==> src/rtl/hazard_ctrl.sv <==
// hazard_ctrl: load-use stall, branch flush and memory-wait control for the 5-stage RV32 pipe
module hazard_ctrl #(
  parameter int REG_AW = 5,
  parameter int STALL_CYCLES = 1,
  parameter int CNT_W = 32,
  parameter logic [6:0] LOAD_OPCODE = 7'b0000011
) (
  input  logic              clk,
  input  logic              rst,
  input  logic              id_valid,
  input  logic [REG_AW-1:0] id_rs1_addr,
  input  logic              id_rs1_used,
  input  logic [REG_AW-1:0] id_rs2_addr,
  input  logic              id_rs2_used,
  input  logic [6:0]        ex_opcode,
  input  logic              ex_rd_en,
  input  logic [REG_AW-1:0] ex_rd_addr,
  input  logic              ex_branch_taken,
  input  logic              mem_busy,
  output logic              pc_hold,
  output logic              if_id_hold,
  output logic              id_ex_hold,
  output logic              id_ex_bubble,
  output logic              ex_mem_hold,
  output logic              if_id_flush,
  output logic [CNT_W-1:0]  stall_cnt,
  output logic [CNT_W-1:0]  flush_cnt
);
  typedef enum logic {RUN, LOAD_STALL} state_t;
  localparam logic [3:0] STALL_INIT = 4'(STALL_CYCLES - 1);
  state_t state_q, state_d;
  logic [3:0] remain_q, remain_d;
  logic [CNT_W-1:0] stall_cnt_q, stall_cnt_d, flush_cnt_q, flush_cnt_d;
  logic rs1_hit, rs2_hit, load_use, flush_now, stall_now;
  assign rs1_hit = id_rs1_used && (id_rs1_addr == ex_rd_addr);
  assign rs2_hit = id_rs2_used && (id_rs2_addr == ex_rd_addr);
  assign load_use = id_valid && (ex_opcode == LOAD_OPCODE) && ex_rd_en
                 && (ex_rd_addr != '0) && (rs1_hit || rs2_hit);
  assign flush_now = !mem_busy && ex_branch_taken;
  // an active stall ignores load_use so its length stays fixed
  assign stall_now = !mem_busy && !ex_branch_taken && (state_q == LOAD_STALL || load_use);
  always_comb begin
    state_d = state_q;
    remain_d = remain_q;
    stall_cnt_d = stall_cnt_q;
    flush_cnt_d = flush_cnt_q;
    if (flush_now) begin
      state_d = RUN;
      remain_d = '0;
      flush_cnt_d = flush_cnt_q + CNT_W'(1);
    end else if (stall_now) begin
      stall_cnt_d = stall_cnt_q + CNT_W'(1);
      if (state_q == LOAD_STALL) begin
        remain_d = remain_q - 4'd1;
        state_d = (remain_q == 4'd1) ? RUN : LOAD_STALL;
      end else if (STALL_CYCLES > 1) begin
        state_d = LOAD_STALL;
        remain_d = STALL_INIT;
      end
    end
  end
  always_ff @(posedge clk or negedge rst) begin
    if (!rst) begin
      state_q <= RUN;
      remain_q <= '0;
      stall_cnt_q <= '0;
      flush_cnt_q <= '0;
    end else begin
      state_q <= state_d;
      remain_q <= remain_d;
      stall_cnt_q <= stall_cnt_d;
      flush_cnt_q <= flush_cnt_d;
    end
  end
  assign pc_hold = rst && (mem_busy || stall_now);
  assign if_id_hold = rst && (mem_busy || stall_now);
  assign id_ex_hold = rst && mem_busy;
  assign ex_mem_hold = rst && mem_busy;
  assign id_ex_bubble = rst && (flush_now || stall_now);
  assign if_id_flush = rst && flush_now;
  assign stall_cnt = stall_cnt_q;
  assign flush_cnt = flush_cnt_q;
endmodule

==> config.mk <==
export PLATFORM = sky130hd
export DESIGN_NAME = hazard_ctrl
export DESIGN_NICKNAME = d
export VERILOG_FILES = /design/src/rtl/hazard_ctrl.sv
export SDC_FILE = /design/constraint.sdc
export NUM_CORES = 1
export LEC_CHECK = 0
export CORE_AREA = 2 2 87 89
export DETAILED_ROUTE_END_ITERATION = 16
export DIE_AREA = 0 0 89 91
export PLACE_DENSITY = 0.81
export SYNTH_ARGS = -nofsm -noshare
export SYNTH_HDL_FRONTEND = slang
export SYNTH_SLANG_ARGS = --single-unit
==> constraint.sdc <==
create_clock -name clk -period 5.06 [get_ports clk]
set_input_delay 1.012 -clock clk [delete_from_list [all_inputs] [get_ports clk]]
set_output_delay 1.012 -clock clk [all_outputs]
set_load 0.005 [all_outputs]
### Word level (Yosys, flattened, before mapping)

Cells that the tools add are included.

* word-level logic and storage cells: 43
* input port bits: 30
* output and inout bits: 70
* flip-flop bits (word level): 69

* reduce and logical (&&, ||, !) cells: 24
* $add $sub $neg: 3
* mux-type cells: 7
* eq/ne operators: 4
* bitwise operators: 1

Operators by type and width (count)
* 32-bit by 1-bit adder with 32-bit output, second input constant: 2
* 1-bit logical AND: 13
* 4-bit 2-to-1 mux: 3
* 5-bit == test: 2
* 7-bit by 2-bit == test with 1-bit output, second input constant: 1
* 5-bit nonzero test: 1
* 4-bit by 1-bit == test with 1-bit output, second input constant: 1
* 1-bit logical OR: 4
* 1-bit 2-to-1 mux: 4
* 2-bit AND reduction: 2
* 2-bit nonzero test: 2
* 4-bit by 1-bit subtractor with 4-bit output, second input constant: 1
* 1-bit logical NOT: 2
* 1-bit inverter: 1

### Longest topological paths before layout

* depth after elaboration: 9
* gate-level depth with buffers: 8
* depth with buffers taken out: 7

### Worst setup path after synthesis

Ideal clock, no wire load.

* path kind: input port to output port
* from: in ex_branch_taken
* to: out pc_hold
* required time: 4.048 ns
* setup slack: 1.689 ns
* path buffers: 3
* arrival: 2.359 ns
* stages on the path: 8
* cells stage by stage: buf_2 nor2_1 nand4_1 a21oi_1 a21boi_1 clkbuf_1 a21boi_0 buf_4

* cells in the longest elaborated chain, start to end: 5

RTL lines
* start: declaration: RTL line 18 `input logic ex_branch_taken,`
* 1-bit logical NOT: RTL line 41 `assign stall_now = !mem_busy && !ex_branch_taken && (state_q == LOAD_STALL || load_use);`
* 1-bit logical AND (2 in series): RTL line 41
* 1-bit logical OR
* 1-bit logical AND
* end: declaration: RTL line 20 `output logic pc_hold,`

Every way passes these cells.

### Worst setup path after layout

* from: in mem_busy
* to: out if_id_hold

* cells in the longest elaborated chain, start to end: 5

RTL lines
* start: declaration: RTL line 19 `input logic mem_busy,`
* 1-bit logical NOT: RTL line 41
* 1-bit logical AND (2 in series): RTL line 41
* 1-bit logical OR (*): RTL line 76 `assign if_id_hold = rst && (mem_busy || stall_now);`
* 1-bit logical AND (*): RTL line 76
* end: declaration: RTL line 21 `output logic if_id_hold,`

Mark *: on every way between the ends. The rest lies on a longest branch, timed or not.

==> impl_results.md <==
- Largest cells by area after synthesis: dfrtp_1, xor2_1, xnor2_1
- Area leader, netlist: dfrtp_1
- Post-DR vias/cell: 5.11
- Max Cap Violations: 0
- Worst-Margin Slew: 0.788 ns
- Fillers: 577
- Most frequent cell on the critical path: clkdlybuf4s50_1
- Top-area cell type share of the netlist area: 50.0%
- Total track usage: 19.6%
- Slew Viols, Final: 0
- Crit path cell chain: clkdlybuf4s50_1, nor2_1, nand4_1, a21oi_1, a21boi_2, a21boi_0, clkdlybuf4s50_1
- Global route overflow: 0
- Post-Syn Area: 0.00345 mm²
- Port Buf Inserts: 99
- Seq cells post-synth: 69
- Hold Path Class: reg2reg
- Crit path time final: 4.04 ns
- WS Path Type: in2out
- CTS tree: yes
- Per-cell routed wire length: 14.1 µm
- Post-Syn Nets: 361
- Crit start category: primary input
- DR vias: 2719
- Aggregate routed wire length: 7490 µm
- Largest net degree at the start of global routing: 59
- Post-CTS sizing: 0
- Horiz. Die Dim: 89 µm
- RSZ-0062 raised after global routing: no
- Final Hold Viols: 0
- Initial core utilization: 48.4%
- Area Overhead vs Synth: 36.7%
- DIE AREA: 0.00810 mm²
- Max VDD drop: 214 µV
- DP HPWL: 5480 µm
- Final Net Count: 462
- Status: finished clean
- H-tree lvl count: 3
- Worst Path Required: 4.05 ns
- First-pass GRT wire length: 12500 µm
- CP max-delay cell: clkdlybuf4s50_1
- PD cells: 260 mW/mm²
- Final GP Congestion: 0.853
- Cell variety after synth: 39
- Fin crit share: 79.9%
- CTS root buffer: clkbuf_8
- CP endpoint kind: output port
- Slew HR: 47.3%
- Number of global-route vias before repair: 2602
- Die Height: 91 µm
- Initial antenna violation count: 0
- Layout Skew: 0.0125 ns
- Post-DRT Antenna Nets: 0
- Cts bufs inserted: 9
- Final setup viols: 0
- Hold buffers post-CTS: 0
- DRC violations left: 0
- CTS sink cnt: 69
- Inserted Diodes: 0
- Yosys Warn Count: 0
- Fmax achieved: 0.247 GHz
- CP arrival: 3.03 ns
- Setup Fix Bufs, Post-CTS: 0
- Fraction of layout cells with a size suffix above 1: 7.39%
- Clk buf depth: 2
- DR iter-0 viols: 124
- Worst-path clk slew: 0.08 ns
- Std cell rows: 31
- Total Neg Setup Slack: 0 ns
- Post-Route Utilization: 66.2%
- Largest stage delay, worst path: 0.59 ns
- First-pass DRT Iterations: 4
- Clock latency on the worst-skew pair: 0.34 ns
- Seq/Total Area, Yosys: 50.0%
- Worst Path Max Fanout: 13
- Avg Cell Area, Syn: 10.6 µm²
- IO Pins: 100
- Core area: 0.00714 mm²
- Synth Instances: 327
- Pleak: 2.12 nW
## per-stage QoR
step                      setup WS (ns)  hold slack [ns]  cells  area, µm²  total power [mW]
after floorplan                    1.69            0.465    327       3450             0.687
after global placement             1.04            0.454    516       4520             0.784
after detailed placement          0.995            0.457    516       4520             0.790
after CTS                          1.00            0.471    532       4720              1.24
after global routing              0.864            0.492    532       4720              1.28
final                              1.02            0.465    532       4720              1.23
## layer usage
metal	part of all wire (%)	routed length (µm)	track usage, %
met4	2.3	169	8.83
met2	50	3710	30.2
met1	44	3300	26.5
met3	4.2	315	4.00
met5	0	0	0
## worst paths after layout
kind	startpoint	end	slack, ns	cells past startpoint
min in group asynchronous	rst	flush_cnt[4]	0.56	1
setup reg to reg	flush_cnt[0]	flush_cnt[20]	2.71	7
setup / recovery	mem_busy	if_id_hold	1.02	7
hold reg to reg	stall_cnt[31]	stall_cnt[31]	0.47	1
hold / removal	stall_cnt[31]	stall_cnt[31]	0.47	1
max in group asynchronous	rst	stall_cnt[23]	3.48	2
## area by class of cell
class | count | area (µm²) | share of cell area (%)
clock inverters | 6 | 62.6 | 1.32
inverters | 6 | 22.5 | 0.477
repair buffers | 101 | 1000 | 21.2
flip-flops and latches | 69 | 1730 | 36.6
clock buffers | 10 | 138 | 2.91
multi-input cells | 241 | 1650 | 34.9
well taps | 99 | 124 | 2.62
## report_power, final
part / internal, mW / leakage (nW) / switching [mW]
clock network: 0.240 / 0.106 / 0.207
logic: 0.0962 / 1.07 / 0.0654
registers: 0.580 / 0.945 / 0.0371
## cells by family after synthesis
group / after synthesis / share of synthesized area [%]
fa+ha+maj: 4 / 1.45
compound gates: 14 / 2.32
xor+xnor: 72 / 18.3
simple gates: 150 / 25.3
mux: 1 / 0.326
flops: 69 / 50.0
buf+inv: 17 / 2.39
## cell usage after synthesis
master and number:
buf_4 2, nand2_1 36, xnor2_1 34, inv_1 6
o22ai_1 2, nor2_1 21, xor2_1 38, and3_1 7
nor4b_2 1, nor4_4 2, nor4b_1 1, and4_1 4
and2_1 3, mux2_2 1, nor4_2 4, nand4_1 12
and4_4 1, a21boi_0 2, ha_1 4, or3_1 2
nand3b_1 1, nand3_1 21, nand4_4 1, buf_6 1
nor2b_1 2, nor3_1 10, a21oi_1 5, o21ai_0 4
and4b_1 1, or4b_2 1, clkbuf_1 5, nand2b_1 2
dfrtp_1 69, or4_1 2, buf_2 3, a21boi_1 1
nor3b_1 2, nor4_1 12, and3_4 1
## cell usage in the layout (no fill, tap or decap), types with 3 or more instances in the layout
cell type and count:
clkbuf_8 10, nor2_1 21, nand3_1 21, nand2_1 36
nand4_1 12, ha_1 4, dfrtp_1 69, nor3_1 10
a21oi_1 5, clkdlybuf4s50_1 98, xor2_1 38, o21ai_0 4
and2_1 3, inv_1 6, nor4_2 4, clkinv_2 3
and4_1 4, nor4_1 12, xnor2_1 34, and3_1 7
## sequential cells by signal, summed over array words and instances (netlist names)
| register | count |
|---|---|
| state_q | 1 |
| stall_cnt | 32 |
| remain_q | 4 |
| flush_cnt | 32 |
## critical path: cells and delay by family
family | cells | cell delay (ns)
buffers and inverters | 2 | 1.16
AO/OA/AOI/OAI | 3 | 0.55
AND/OR/NAND/NOR | 2 | 0.30
Power figures use the tool's default switching activity.
